[config.mk]
export PLATFORM = sky130hd
export DESIGN_NAME = motion_detect
export DESIGN_NICKNAME = d
export VERILOG_FILES = /design/src/rtl/motion_detect.sv
export SDC_FILE = /design/constraint.sdc
export NUM_CORES = 2
export LEC_CHECK = 0
export BUFFER_PORTS_ARGS = -buffer_cell sky130_fd_sc_hd__buf_2
export CAP_MARGIN = 10
export CORE_ASPECT_RATIO = 1.2
export CORE_MARGIN = 1.5
export CORE_UTILIZATION = 40
export CTS_CLUSTER_DIAMETER = 100
export DETAILED_ROUTE_END_ITERATION = 6
export PLACE_DENSITY = 0.56
export SETUP_SLACK_MARGIN = 0.02
export SYNTH_ARGS = -nofsm -noshare
export SYNTH_HDL_FRONTEND = slang
export SYNTH_SLANG_ARGS = --single-unit
export TNS_END_PERCENT = 5
[constraint.sdc]
create_clock -name clock -period 28 [get_ports clock]
set_input_delay 1.4 -clock clock [delete_from_list [all_inputs] [get_ports clock]]
set_output_delay 1.4 -clock clock [all_outputs]
set_load 0.05 [all_outputs]
[src/rtl/motion_detect.sv]
// motion_detect: streaming motion detector that flags pixels whose gray level moved versus a background stream
// Ports: clock, reset (async, active-low)
//   background_wr_en/background_din : push a BGR background pixel into FIFO A (A_full = back-pressure)
//   frame_wr_en/frame_din           : push a BGR frame pixel into FIFOs B and C together (B_full/C_full)
//   out_rd_en/out_dout/out_empty    : show-ahead output FIFO of highlighted pixels (moving pixels -> pure red)
module motion_detect_fifo #(
  parameter int W = 24,
  parameter int D = 32,
  parameter int CW = $clog2(D) + 1
) (
  input  logic          clock,
  input  logic          reset,
  input  logic          wr_en,
  input  logic [W-1:0]  din,
  input  logic          rd_en,
  output logic [W-1:0]  dout,
  output logic [CW-1:0] count
);
  localparam int AW = CW - 1;
  logic [W-1:0] mem [D];
  logic [AW-1:0] wr_ptr, rd_ptr;
  logic full, empty, wr, rd;
  assign full = count == CW'(D);
  assign empty = count == '0;
  assign wr = wr_en && !full;
  assign rd = rd_en && !empty;
  // forcing zero when empty keeps out_dout at 0 after reset without resetting the storage
  assign dout = empty ? '0 : mem[rd_ptr];
  always_ff @(posedge clock)
    if (wr) mem[wr_ptr] <= din;
  always_ff @(posedge clock or negedge reset)
    if (!reset) begin
      wr_ptr <= '0;
      rd_ptr <= '0;
      count <= '0;
    end else begin
      if (wr) wr_ptr <= wr_ptr + AW'(1);
      if (rd) rd_ptr <= rd_ptr + AW'(1);
      count <= count + CW'(wr) - CW'(rd);
    end
endmodule

module motion_detect #(
  parameter int WIDTH = 768,
  parameter int HEIGHT = 576,
  parameter int FIFO_DEPTH = 32,
  parameter int THRESHOLD = 50
) (
  input  logic        clock,
  input  logic        reset,
  input  logic        background_wr_en,
  input  logic [23:0] background_din,
  input  logic        frame_wr_en,
  input  logic [23:0] frame_din,
  output logic        A_full,
  output logic        B_full,
  output logic        C_full,
  input  logic        out_rd_en,
  output logic [23:0] out_dout,
  output logic        out_empty
);
  localparam int CW = $clog2(FIFO_DEPTH) + 1;
  localparam logic [CW-1:0] DEPTH_C = CW'(FIFO_DEPTH);
  if (WIDTH < 1 || HEIGHT < 1 || FIFO_DEPTH < 4 || (FIFO_DEPTH & (FIFO_DEPTH - 1)) != 0) begin : g_bad_params
    $error("motion_detect: image size must be positive and FIFO_DEPTH a power of 2 >= 4");
  end
  function automatic logic [7:0] gray(input logic [23:0] p);
    logic [9:0] s;
    s = 10'(p[23:16]) + 10'(p[15:8]) + 10'(p[7:0]);
    return 8'(s / 10'd3);
  endfunction
  logic [23:0] a_dout, b_dout, c_dout, s2_pix;
  logic [CW-1:0] a_cnt, b_cnt, c_cnt, m_cnt, o_cnt;
  logic [7:0] g_bg, g_fr, diff;
  logic m_dout, mask_next, frame_ok, fire1, fire2, s1_valid, s1_mask, s2_valid;
  assign A_full = a_cnt == DEPTH_C;
  assign B_full = b_cnt == DEPTH_C;
  assign C_full = c_cnt == DEPTH_C;
  assign out_empty = o_cnt == '0;
  // B and C must stay in lock-step, so a frame pixel is taken by both or neither
  assign frame_ok = frame_wr_en && !B_full && !C_full;
  // room checks include the registered write still in flight so a stage never overruns its sink
  assign fire1 = a_cnt != '0 && b_cnt != '0 && (m_cnt + CW'(s1_valid)) < DEPTH_C;
  assign fire2 = m_cnt != '0 && c_cnt != '0 && (o_cnt + CW'(s2_valid)) < DEPTH_C;
  assign g_bg = gray(a_dout);
  assign g_fr = gray(b_dout);
  assign diff = g_bg > g_fr ? g_bg - g_fr : g_fr - g_bg;
  assign mask_next = diff > 8'(THRESHOLD);
  always_ff @(posedge clock or negedge reset)
    if (!reset) begin
      s1_valid <= 1'b0;
      s1_mask <= 1'b0;
      s2_valid <= 1'b0;
      s2_pix <= '0;
    end else begin
      s1_valid <= fire1;
      s1_mask <= mask_next;
      s2_valid <= fire2;
      s2_pix <= m_dout ? 24'h0000FF : c_dout;
    end
  motion_detect_fifo #(.W(24), .D(FIFO_DEPTH)) u_a (
    .clock(clock), .reset(reset), .wr_en(background_wr_en), .din(background_din),
    .rd_en(fire1), .dout(a_dout), .count(a_cnt)
  );
  motion_detect_fifo #(.W(24), .D(FIFO_DEPTH)) u_b (
    .clock(clock), .reset(reset), .wr_en(frame_ok), .din(frame_din),
    .rd_en(fire1), .dout(b_dout), .count(b_cnt)
  );
  motion_detect_fifo #(.W(24), .D(FIFO_DEPTH)) u_c (
    .clock(clock), .reset(reset), .wr_en(frame_ok), .din(frame_din),
    .rd_en(fire2), .dout(c_dout), .count(c_cnt)
  );
  motion_detect_fifo #(.W(1), .D(FIFO_DEPTH)) u_mask (
    .clock(clock), .reset(reset), .wr_en(s1_valid), .din(s1_mask),
    .rd_en(fire2), .dout(m_dout), .count(m_cnt)
  );
  motion_detect_fifo #(.W(24), .D(FIFO_DEPTH)) u_out (
    .clock(clock), .reset(reset), .wr_en(s2_valid), .din(s2_pix),
    .rd_en(out_rd_en), .dout(out_dout), .count(o_cnt)
  );
endmodule

==> results by stage <==
Route:
- The post-route DRC violation count is 0.
- The routed wirelength normalized by instance count is roughly 30 µm.
- Summing over every cut layer, the via total after detailed routing is 58700.
- In this run, the number of DRC markers left after iteration 0 of detailed routing was 6308.
- The per-cell via count in the routed design is approximately 5.6.
- In this run the remaining antenna-violating nets after routing total 0.
- The total wire length is between 300 and 400 mm.
- Before antenna repair, the detailed router went through 6 iterations.

Global routing:
- For this run, the total global-route usage over all layers was measured as slightly below 20%.
- The first global-routing pass estimated 444 mm of wire.
- The largest net degree at the start of global routing is 142.
- The initial antenna violation count came to 25.
- The number of global-route vias before repair is just over 60000.
- The overflow left after global routing is 0.

Clock network:
- The total number of clock tree sinks is 3211.
- The clock transition time at the flip-flop clock pins of the worst setup and hold paths is around 0.06 ns.
- Once the clock tree was built, the setup fixing pass inserted 0 buffers.
- The hold buffer count at cts is 0.
- At the later pin of the worst-skew pair, clock insertion delay measures 0.91 ns.
- The TritonCTS buffer count is 327.
- The total of cells resized after clock tree synthesis is 0.
- The clock tree from TritonCTS is yes.
- The root cell of the clock tree is sky130_fd_sc_hd__clkbuf_16.
- The H-tree generated during clock tree synthesis spans 5 levels.
- The number of buffers on the longest clock path is 4.

Setup path:
- The data arrival time of the critical path is 12.90 ns.
- The largest driver fanout on the critical path is between 100 and 150.
- The largest single stage delay on the critical path is roughly 0.96 ns.
- The number of buffers and inverters on the critical path is 5.
- The data required time of the worst path is 28.79 ns.
- The endpoint type of the worst setup path is a register.
- The critical path launch point type is a register.
- The kind of cell with the highest combined delay along the critical path is compound AO/OA/AOI/OAI gates.
- The highest-delay cell along the critical path is sky130_fd_sc_hd__dfrtp_4.
- The start-to-end type of the worst setup path is register to register.

Logic synthesis:
- For this run, the number of Yosys warnings is 0.
- The flop and latch count out of synthesis is 3211.
- The share of flip-flops with an asynchronous set or reset is 3.33%.
- In the synthesized netlist the dominant register cell turns out to be sky130_fd_sc_hd__edfxtp_1.
- The number of enable flip-flop cells after synthesis is 3104.
- The part of the Yosys area used for sequential elements is approximately 75%.
- The mapped netlist covers 127000 µm².
- The largest total area in the synthesized netlist belongs to sky130_fd_sc_hd__edfxtp_1.
- The synthesized area per cell is 22.4 µm².
- The share of synthesized area in the top cell type comes to 73.4%.
- The count of mapped cells out of synthesis is roughly 5700.
- The net count after synthesis is between 5000 and 6000.
- Sorting the synthesized cells by area gives the leading types as sky130_fd_sc_hd__edfxtp_1 73%, sky130_fd_sc_hd__mux4_2 17%, sky130_fd_sc_hd__dfrtp_1 2.1%.
- The number of distinct library cell variants in the gate-level netlist after synthesis is between 80 and 90.

Timing:
- Setup repair after global routing left no endpoint under its margin.
- The final period demand of the worst path is 12.10 ns.
- For the pin with the worst max-slew slack, the measured transition is 1.25 ns.
- The number of slew-limit violations in the final report came to 0.
- The achievable clock frequency is 82.6 MHz.
- The max-slew headroom at the worst pin is 16.6%.
- The number of hold-slack violations in the final timing report is 0.
- The final clock period utilization by the worst path is 43.2%.
- The setup total negative slack is 0 ns.
- The count of endpoints failing setup in the final report is 0.
- The largest clock skew in the final design is 0.101 ns.

Status:
- The run finished with clean final reports.

Worst hold path:
- The worst hold path belongs to the class register to register.

Die:
- The region available for standard cell placement spans 316000 µm².
- The die outline area is 321000 µm².
- The initial utilization of the core area, before any placement, comes to 40.2%.
- In this run the count of I/O pins placed on the die edge is 81.
- The die is between 500 and 600 µm wide.
- After floorplanning, the core was divided into 226 placement rows.
- The vertical die dimension is 620 µm.

Cells and area:
- The filler cells instantiated in the layout total 26100.
- Compared with the post-synthesis result, the final layout area differs by 13.6%.
- The most frequent standard cell in the layout excluding fill and tap cells is sky130_fd_sc_hd__edfxtp_1.
- In the final layout, the multi-input gates occupy 30500 µm².
- The post-layout net count is 6135.
- In the layout the commonest cells are 3104 x sky130_fd_sc_hd__edfxtp_1, 970 x sky130_fd_sc_hd__mux4_2, 332 x sky130_fd_sc_hd__clkbuf_16.
- The share of post-route cells with drive strength above 1 is 30.8%.
- Registers take 95900 µm².

Placed design:
- The HPWL after detailed placement is ~170 mm.
- In this run the tool buffered the top-level ports with 80 buffer cells.
- The final estimated routing congestion in global placement is 0.777.

Flow run:
- Max-cap violations in this run came to 0.
[cells by family after synthesis]
group,after synthesis,share of synthesized area [%]
buf+inv,413,1.28
fa+ha+maj,130,1.43
mux,1090,18.2
xor+xnor,79,0.545
compound gates,202,1.14
simple gates,546,1.94
flops,3211,75.5
[through the flow]
| step | instance area (µm²) | worst slack, ns | hold WS (ns) | std cells | utilization [%] |
|---|---|---|---|---|---|
| after CTS | 144000 | 15.49 | 0.477 | 10400 | 45.7 |
| after global routing | 144000 | 14.83 | 0.501 | 10400 | 45.7 |
| after global placement | 134000 | 15.68 | 0.470 | 9840 | 42.4 |
| final | 144000 | 15.90 | 0.489 | 10400 | 45.7 |
| after floorplan | 127000 | 18.54 | 0.454 | 5671 | - |
| after detailed placement | 134000 | 15.43 | 0.479 | 9840 | 42.4 |
[cell usage after synthesis (all sizes together), types with 10 or more instances]
master and count:
nand4 20, buf 98, nor2b 10, fa 25, dfrtp 107, nor2 280
ha 105, o21ai 44, edfxtp 3104, or3b 10, nand3b 12, xnor2 57
nand2b 12, a31oi 11, clkbuf 199, a211oi 10, mux4 970, mux2 40
xor2 22, nand2 117, inv 115, mux2i 80, a21o 14, nor3 19
nand3 19, a21oi 46
[final cells by class]
cell class | count | share of cell area [%]
well taps | 4218 | 3.66
inverters | 115 | 0.299
clock inverters | 179 | 1.20
flip-flops and latches | 3211 | 66.5
multi-input cells | 2047 | 21.1
diodes | 6 | 0.0104
clock buffers | 400 | 5.98
repair buffers | 250 | 1.20
[flip-flops by register name, summed over array words and instances, names as in the netlist, 6 cells and up]
| register | count |
|---|---|
| u_mask.mem | 32 |
| u_a.mem | 768 |
| u_mask.count | 6 |
| u_a.count | 6 |
| u_c.mem | 768 |
| s2_pix | 24 |
| u_b.mem | 768 |
| u_out.mem | 768 |
| u_out.count | 6 |
| u_c.count | 6 |
| u_b.count | 6 |
[path summary, 6_finish.rpt]
path | depth (start not counted) | slack (ns) | start | endpoint
min | 1 | 0.49 | u_mask.rd_ptr[4] | u_mask.rd_ptr[4]
min in group asynchronous | 1 | 0.52 | reset | s2_pix[7]
max reg2reg | 36 | 15.90 | u_b.rd_ptr[0] | s1_mask
max | 36 | 15.90 | u_b.rd_ptr[0] | s1_mask
min reg2reg | 1 | 0.49 | u_mask.rd_ptr[4] | u_mask.rd_ptr[4]
max in group asynchronous | 2 | 25.96 | reset | u_b.rd_ptr[0]
[worst reg2reg max path: cells and delay by family (launching register included)]
kind | cells | cell delay, ns
compound gates | 16 | 4.93
buf+inv | 5 | 2.02
mux | 4 | 1.66
fa+ha+maj | 5 | 1.65
flops | 1 | 0.96
simple gates | 4 | 0.53
xor+xnor | 2 | 0.33
[routing by layer]
metal / GRT usage [%] / part of all wire, % / vias to the layer above / wire (µm)
li1: - / - / 24300 / -
met1: 26.3 / 42 / 32100 / 130000
met4: 4.49 / 2.1 / 10 / 6610
met3: 2.93 / 5.4 / 432 / 16800
met2: 33.0 / 51 / 1814 / 158000
met5: 0 / 0.022 / - / 70
Power is left out: the tool's default activity adds up to more than one toggle a clock period on the data nets, which glitch-free logic cannot reach.
